`src/rtl/fir_tap_sequencer.sv`:
```
// Tap sequencer for a single-MAC FIR engine. It steps the coefficient and
// delay-line select over every tap, then drives MAC enable/clear and a result strobe.
//
// state | meaning
// ------+-----------------------------------------------------------------
// IDLE  | waiting for a sample; sample_ready high
// RUN   | coeff_sel walks taps 0..NUM_TAPS-1, one per cycle
// DRAIN | one cycle for the last registered mux product to reach the MAC
// DONE  | accumulator holds the finished sum; result_valid high
module fir_tap_sequencer #(
    parameter int NUM_TAPS = 11,
    parameter int SEL_W    = 4
) (
    input  logic             clk,
    input  logic             GlobalReset,
    input  logic             sample_valid,
    output logic             sample_ready,
    input  logic             flush,
    output logic [SEL_W-1:0] coeff_sel,
    output logic             mac_en,
    output logic             mac_clr,
    output logic             result_valid,
    output logic             busy
);

    typedef enum logic [1:0] {
        S_IDLE  = 2'd0,
        S_RUN   = 2'd1,
        S_DRAIN = 2'd2,
        S_DONE  = 2'd3
    } state_t;

    localparam logic [SEL_W-1:0] LAST_TAP = SEL_W'(NUM_TAPS - 1);

    state_t           state;
    state_t           state_nxt;
    logic [SEL_W-1:0] tap;
    logic [SEL_W-1:0] tap_nxt;

    always_ff @(posedge clk) begin
        if (GlobalReset) begin
            state   <= S_IDLE;
            tap     <= '0;
            mac_en  <= 1'b0;
            mac_clr <= 1'b0;
        end else begin
            state   <= state_nxt;
            tap     <= tap_nxt;
            // delayed one cycle to line up with the registered coefficient mux
            mac_en  <= (state == S_RUN) && !flush;
            mac_clr <= (state == S_RUN) && (tap == '0) && !flush;
        end
    end

    always_comb begin
        state_nxt = state;
        tap_nxt   = tap;
        case (state)
            S_IDLE: begin
                tap_nxt = '0;
                if (sample_valid) begin
                    state_nxt = S_RUN;
                end
            end
            S_RUN: begin
                // >= rather than == keeps a corrupted counter from running past the last tap
                if (tap >= LAST_TAP) begin
                    state_nxt = S_DRAIN;
                    tap_nxt   = '0;
                end else begin
                    tap_nxt = tap + SEL_W'(1);
                end
            end
            S_DRAIN: begin
                state_nxt = S_DONE;
                tap_nxt   = '0;
            end
            S_DONE: begin
                state_nxt = S_IDLE;
                tap_nxt   = '0;
            end
            default: begin
                state_nxt = S_IDLE;
                tap_nxt   = '0;
            end
        endcase
        if (flush) begin
            state_nxt = S_IDLE;
            tap_nxt   = '0;
        end
    end

    assign sample_ready = (state == S_IDLE);
    assign busy         = (state != S_IDLE);
    assign result_valid = (state == S_DONE);
    assign coeff_sel    = (state == S_RUN) ? tap : '0;

endmodule
```
`config.mk`:
```
export PLATFORM = sky130hd
export DESIGN_NAME = fir_tap_sequencer
export DESIGN_NICKNAME = d
export VERILOG_FILES = /design/src/rtl/fir_tap_sequencer.sv
export SDC_FILE = /design/constraint.sdc
export NUM_CORES = 1
export LEC_CHECK = 0
export CAP_MARGIN = 20
export CORE_AREA = 2 2 39 41
export CTS_CLUSTER_SIZE = 8
export DETAILED_ROUTE_END_ITERATION = 10
export DIE_AREA = 0 0 41 43
export SETUP_SLACK_MARGIN = 0.3
export SLEW_MARGIN = 20
export SYNTH_ARGS = -nofsm -noshare
export SYNTH_HDL_FRONTEND = slang
export SYNTH_SLANG_ARGS = --single-unit
```
`constraint.sdc`:
```
create_clock -name clk -period 3.6 [get_ports clk]
set_clock_uncertainty 0.15 [all_clocks]
set_input_delay 0.72 -clock clk [delete_from_list [all_inputs] [get_ports clk]]
set_output_delay 0.72 -clock clk [all_outputs]
set_load 0.005 [all_outputs]
```
== Word-level counts from Yosys, hierarchy flattened ==
Index checks and enable logic that the tools add are counted.
Widths: inputs -> output; s select.

* Register bits: 8
* Input bits: 4
* Output and inout port bits: 9
* Logic and storage cells: 27

* Add/subtract/negate cells: 1
* Order comparisons: 1
* Equal/unequal tests: 5
* Muxes and demuxes: 6
* Reduce and logical (&&, ||, !) cells: 10

{| class="wikitable"
|+ Operator list
! kind !! count
|-
| $mux 4 || 2
|-
| $pmux 2 s4 || 1
|-
| $pmux 4 s2 || 1
|-
| $add 4x1->4 const B || 1
|-
| $eq 2x2->1 const B || 2
|-
| $ge 4x4->1 const B || 1
|-
| $logic_not 4->1 || 1
|-
| $mux 2 || 2
|-
| $logic_and 1x1->1 || 3
|-
| $reduce_or 3->1 || 1
|-
| $eq 2x1->1 const B || 1
|-
| $logic_not 2->1 || 1
|-
| $ne 2x1->1 const B || 1
|-
| $ne 2x2->1 const B || 1
|-
| $reduce_and 2->1 || 1
|-
| $reduce_bool 2->1 || 1
|-
| $reduce_or 2->1 || 1
|-
| $logic_not 1->1 || 1
|}

== Logic depth before layout (Yosys ltp) ==
Gate-level depths: netlist of the first run.

* Word-level depth: 3
* Depth in mapped cells: 5
* Depth with buffers taken out: 5

== Worst setup path after synthesis of the first run ==
OpenSTA, ideal clock, no wires.

* Path type: reg2out
* Start point: register state[1]
* End point: output coeff_sel[1]
* Arrival time: 0.825 ns
* Setup slack: 1.905 ns
* Stages on the path, launching flop included: 4
* Path buffers: 0
* Cell sequence: dfxtp_1 -> inv_1 -> ha_1 -> and2_2

* Word-level cells in the longest chain between the ends: 2

{| class="wikitable"
|+ RTL lines
! element !! line !! text
|-
| from (decl) || 35 || <nowiki>state_t state;</nowiki>
|-
| from (signal assigned) || 47 || <nowiki>state <= state_nxt;</nowiki>
|-
| $eq 2x1->1 || 96 || <nowiki>assign coeff_sel = (state == S_RUN) ? tap : '0;</nowiki>
|-
| $mux 4 || 96 ||
|-
| to (decl) || 19 || <nowiki>output logic [SEL_W-1:0] coeff_sel,</nowiki>
|}

Every way passes these cells.

== Final worst setup path of the first run ==
Ends and elaborated chain as after synthesis.

==> impl_metrics.ini, run 1 <==
[run_status]
outcome = finished, final reports clean

[cts]
clock_path_buffers = 2
cts_htree_levels = 1
cts_tree = done
clock_latency_ps = 250
cts_hold_buf = 0
numCtsBuffers = 3
clockRootBuffer = clkbuf_4
cts.clk_slew.worst_paths_ps = 50
post-cts-setup-buffers = 0
cts_sinks = 8
cts_resized = 0

[grt]
grt_pass1_wl_um = 1360
grt_pass1_vias = 360
grt_max_degree = 8
antenna_found_initial = 0
grt_overflow_total = 0
grt_util_all_layers = 0.116

[final_layout]
drive_gt1_frac = 0.0794
nNetsFinal = 76
fin_cells = 79
fillCellCount = 140
final_core_util = 0.434
syn_to_final_growth_pct = 37.1
diodes = 0

[drt]
num_vias = 378
drt-met1-wl_um = 338
drc_errors = 0
viasPerCell = 4.78
topRoutingLayerUsed = met3
route.met2.wl_um = 409
postRouteAntennaNets = 0
met3WireLength_um = 45
wl_um = 794
dr.pass1.iters = 4
drt_iter0_drc = 6
wl_per_cell_um = 10.1

[synth]
synth_fp_nets = 59
syn_area_per_cell_sq_um = 9.12
synth-seq-cells = 8
synth_area_sq_um = 438
ys.flop_type = dfxtp_1
syn_inst = 48
synth_common_cells = dfxtp_1, ha_1, inv_1
post-synth-top-count-cell = dfxtp_1
synthTopCellsByArea = dfxtp_1, ha_1, and2_1
synth_cell_types = 21
yosysTopAreaCell = dfxtp_1
synth_top_area_frac = 0.366
ys_warn_count = 0
ys_seq_area_frac = 0.366
synth_edf_count = 0
async_flop_share = 0

[floorplanning]
die_h_um = 43
core_area_sq_mm = 0.00138
io_pins = 13
row_count = 14
dieArea_sq_mm = 0.00176
start_util = 0.316
die_w_um = 41

[timing]
period_share = 0.687
setup_tns_ps = 0
fin_crit_ps = 2470
slew_violations = 0
rsz0062_at_grt = no
hold_viol_final = 0
tightest_slew_ps = 491
finalSetupViolCount = 0
maxSlewHeadroom = 0.670
max_freq_ghz = 0.405

[place]
finalWeightedCongestion = 0.676
dp_cells = 76
hpwl_um = 634
io_buffers = 12

[hold_path]
min_path_type = reg2reg
whs_path_depth = 1

[flow_run]
max_cap_violations = 0

[critical_path]
path_max_fanout = 7
arrival_ps = 1600
end_kind = primary output
crit_path_start_kind = flop
r2r_cells = 5
worstSetupPathType = reg2out
cp.required_ps = 2730

[power_and_ir_drop]
irDropWorstVdd_mv = 0.130
p_leak_nw = 0.261
pwr_density_cell_mw_per_mm2 = 302
kinds of logic (layout without fill, tap and decap cells):
logic type,count (synthesis),after routing,share of synthesized area
muxes,1,1,0.0229
and+or+nand+nor,19,19,0.243
DFF,8,8,0.366
buffers and inverters,6,21,0.0514
adders and majority gates,7,7,0.200
AOI/OAI and AO/OA,7,7,0.117
per-layer routing:
| metal | global-route usage | vias up |
|---|---|---|
| met4 | 0.0400 | 0 |
| met2 | 0.188 | 9 |
| met5 | 0 | - |
| met1 | 0.120 | 172 |
| li1 | - | 197 |
| met3 | 0.0628 | 0 |
cell usage in the layout, fill, tap and decap left out, types with 2 or more instances in the layout:
master	Yosys	final
clkdlybuf4s50_1	0	12
dfxtp_1	8	8
ha_1	7	7
inv_1	5	5
and2_1	4	4
nand2_1	4	4
nor2_1	3	3
clkbuf_4	0	3
nor3_1	2	2
nor3b_1	2	2
worst max-delay path: stages, from the launching register on:
cell and delay (ps):
dfxtp_1 370, inv_1 80, ha_1 260, and2_2 210, clkdlybuf4s50_1 430
metrics by stage:
stage	setup slack, ps	instance area [sq um]	total power, W	hold WS [ps]
global route	1020	601	0.000195	372
CTS	1100	601	0.000187	338
floorplan	1900	438	0.000105	290
detailed placement	1380	578	0.000116	330
finish	1130	601	0.000182	328
global placement	1400	578	0.000116	314
final timing paths:
path	from	to	slack [ps]
hold / removal	tap[0]$_SDFF_PP0_	tap[0]$_SDFF_PP0_	330
setup / recovery	state[1]$_SDFFE_PP0P_	coeff_sel[1]	1130
hold reg to reg	tap[0]$_SDFF_PP0_	tap[0]$_SDFF_PP0_	330
setup reg to reg	tap[0]$_SDFF_PP0_	state[0]$_SDFFE_PP0P_	1800
layout make-up:
class / count / area [sq um] / share of cell area
inverter: 6 / 22.5 / 0.0375
tap: 16 / 20.0 / 0.0333
timing repair buffer: 12 / 120 / 0.200
clock buffer: 3 / 22.5 / 0.0375
multi-input combinational: 34 / 255 / 0.425
sequential: 8 / 160 / 0.267
power breakdown:
group	internal [W]	switching, W	leakage [nW]	total, W
Sequential	0.0000905	0.00000149	0.0647	0.0000920
Combinational	0.0000125	0.00000902	0.182	0.0000216
Clock	0.0000381	0.0000299	0.0138	0.0000680
flip-flops by register name, summed over array words and instances (netlist names):
name     flops
mac_en       1
state        2
tap          4
mac_clr      1
Note: power is estimated with default switching activity, not from simulation.
==> inputs of run 2 (changes only) <==
clock period = 2.18 ns   (was 3.6 ns; I/O delays follow)
==> impl_metrics.ini, run 2 (synthesized netlist as in run 1, its figures left out) <==
[run_status]
outcome = finished, final reports clean

[power_and_ir_drop]
p_int_w = 0.000239
p_leak_nw = 0.331
irDropWorstVdd_mv = 0.277
pwr_density_cell_mw_per_mm2 = 475
pwr-share-comb = 0.140
power.total_w = 0.000314
seqPwrFrac = 0.486
switching_share = 0.239
switching_power_w = 0.0000748
clockPowerShare = 0.374

[critical_path]
crit_slowest_cell = clkdlybuf4s50_1
crit_path_max_incr_delay_ps = 500
cp_num_buf_inv = 2
timing.rr.start = tap[0]$_SDFF_PP0_
cp-endpoint = sample_ready
worstReg2RegEnd = state[0]$_SDFFE_PP0P_
end_kind = primary output
r2r_cells = 5
worstSetupPathType = reg2out
worstPathCellList = inv_1 -> ha_4 -> clkdlybuf4s50_1
arrival_ps = 1410
cp.required_ps = 1590
critical_path.top_delay_family = buffers and inverters
path_max_fanout = 4
cp.depth = 3
regToRegSetupSlack_ps = 510
crit_path_start_kind = flop
worstSetupStartpoint = state[0]$_SDFFE_PP0P_

[cts]
numCtsBuffers = 3
clock_latency_ps = 260
cts_sinks = 8
cts_htree_levels = 1
cts_hold_buf = 0
clock_path_buffers = 2
cts_tree = done
cts.clk_slew.worst_paths_ps = 60
clockRootBuffer = clkbuf_4

[final_layout]
syn_to_final_growth_pct = 50.9
drive_gt1_frac = 0.212
reg_top3 = tap x4, state x2
largest_register = tap
final_cell_mix = clkdlybuf4s50_1, dfxtp_1, ha_1
nNetsFinal = 79
diodes = 0
largest_register_ffs = 4

[drt]
num_vias = 399
postRouteAntennaNets = 0
drt_iter0_drc = 6
dr.pass1.iters = 4
drc_errors = 0
wl_um = 939
wl_per_cell_um = 11.5
viasPerCell = 4.87

[timing]
period_share = 0.915
maxSlewHeadroom = 0.765
hold_viol_final = 0
max_freq_ghz = 0.501
fin_crit_ps = 1990
rsz0062_at_grt = yes
slew_violations = 0
setup_tns_ps = 0
tightest_slew_ps = 350
finalSetupViolCount = 0

[grt]
grt_util_all_layers = 0.135
grt_pass1_wl_um = 1550
grt_max_degree = 8
grt_overflow_total = 0
grt_pass1_vias = 386
antenna_found_initial = 0

[hold_path]
min_path_type = reg2reg
whs_path_depth = 1

[floorplanning]
die_w_um = 41
core_area_sq_mm = 0.00138
io_pins = 13
row_count = 14
start_util = 0.316
dieArea_sq_mm = 0.00176
die_h_um = 43

[place]
io_buffers = 12
finalWeightedCongestion = 0.675
hpwl_um = 634

[flow_run]
max_cap_violations = 0
## run 2: cell count changes in the layout (fill, tap and decap cells not counted), moves of 2 or more
cell             before  now
dlymetal6s2s_1        0    2
clkdlybuf4s50_1      12    6
ha_4                  0    2
buf_4                 0    3
ha_1                  7    5
dlygate4sd2_1         0    4
dfxtp_1               8    6
## run 2: layout make-up
type                    instances  area [sq um]
inverters                       6          25.0
repair buffers                 15           143
well taps                      16          20.0
multi-input cells              34           285
clock buffers                   3          22.5
fillers                       137           723
flip-flops and latches          8           165
## run 2: power groups by stage
stage / Combinational (W) / Sequential [W] / Clock (W)
6_report: 0.0000438 / 0.000152 / 0.000117
5_1_grt: 0.0000494 / 0.000153 / 0.000131
4_1_cts: 0.0000398 / 0.000152 / 0.000121
3_5_place_dp: 0.0000362 / 0.000155 / 0
3_3_place_gp: 0.0000358 / 0.000155 / 0
2_1_floorplan: 0.0000183 / 0.000155 / 0
## run 2: metrics by stage
| step | utilization | worst slack (ps) | cell area (sq um) | std cells | hold slack (ps) |
|---|---|---|---|---|---|
| 3_5_place_dp | 0.418 | 244 | 578 | 76 | 330 |
| 4_1_cts | 0.456 | 153 | 631 | 81 | 338 |
| 5_1_grt | 0.477 | 134 | 661 | 82 | 373 |
| 3_3_place_gp | 0.418 | 268 | 578 | 76 | 313 |
| 6_report | 0.477 | 186 | 661 | 82 | 335 |
| 2_1_floorplan | - | 643 | 438 | 48 | 290 |
## run 2: worst min path at each step
stage | end | startpoint | slack (ps)
detailed placement | tap[0]$_SDFF_PP0_ | tap[0]$_SDFF_PP0_ | 330
global route | tap[0]$_SDFF_PP0_ | tap[0]$_SDFF_PP0_ | 370
CTS | tap[0]$_SDFF_PP0_ | tap[0]$_SDFF_PP0_ | 340
floorplan | tap[0]$_SDFF_PP0_ | tap[0]$_SDFF_PP0_ | 290
finish | tap[0]$_SDFF_PP0_ | tap[0]$_SDFF_PP0_ | 340
global placement | tap[0]$_SDFF_PP0_ | tap[0]$_SDFF_PP0_ | 310
## run 2: what timing repair did
item	CTS	global route
endpoints found under the hold margin	0	0
gates resized for setup	11	5
pin swaps	0	1
setup endpoints to repair	7	5
setup buffers	2	1
## run 2: metal layers
metal  GRT usage  vias to the layer above  share of wire
met5           0                        -              0
met4      0.0600                        0          0.018
met3      0.0628                        2          0.054
met2       0.219                       10           0.53
met1       0.139                      182           0.39
li1            -                      205              -
## run 2: worst reg2reg max path, cell delays in order (launching register included)
cell	delay, ps
dfxtp_1	370
inv_1	90
ha_1	240
o31ai_2	320
a2bb2oi_1	170
o211a_1	220
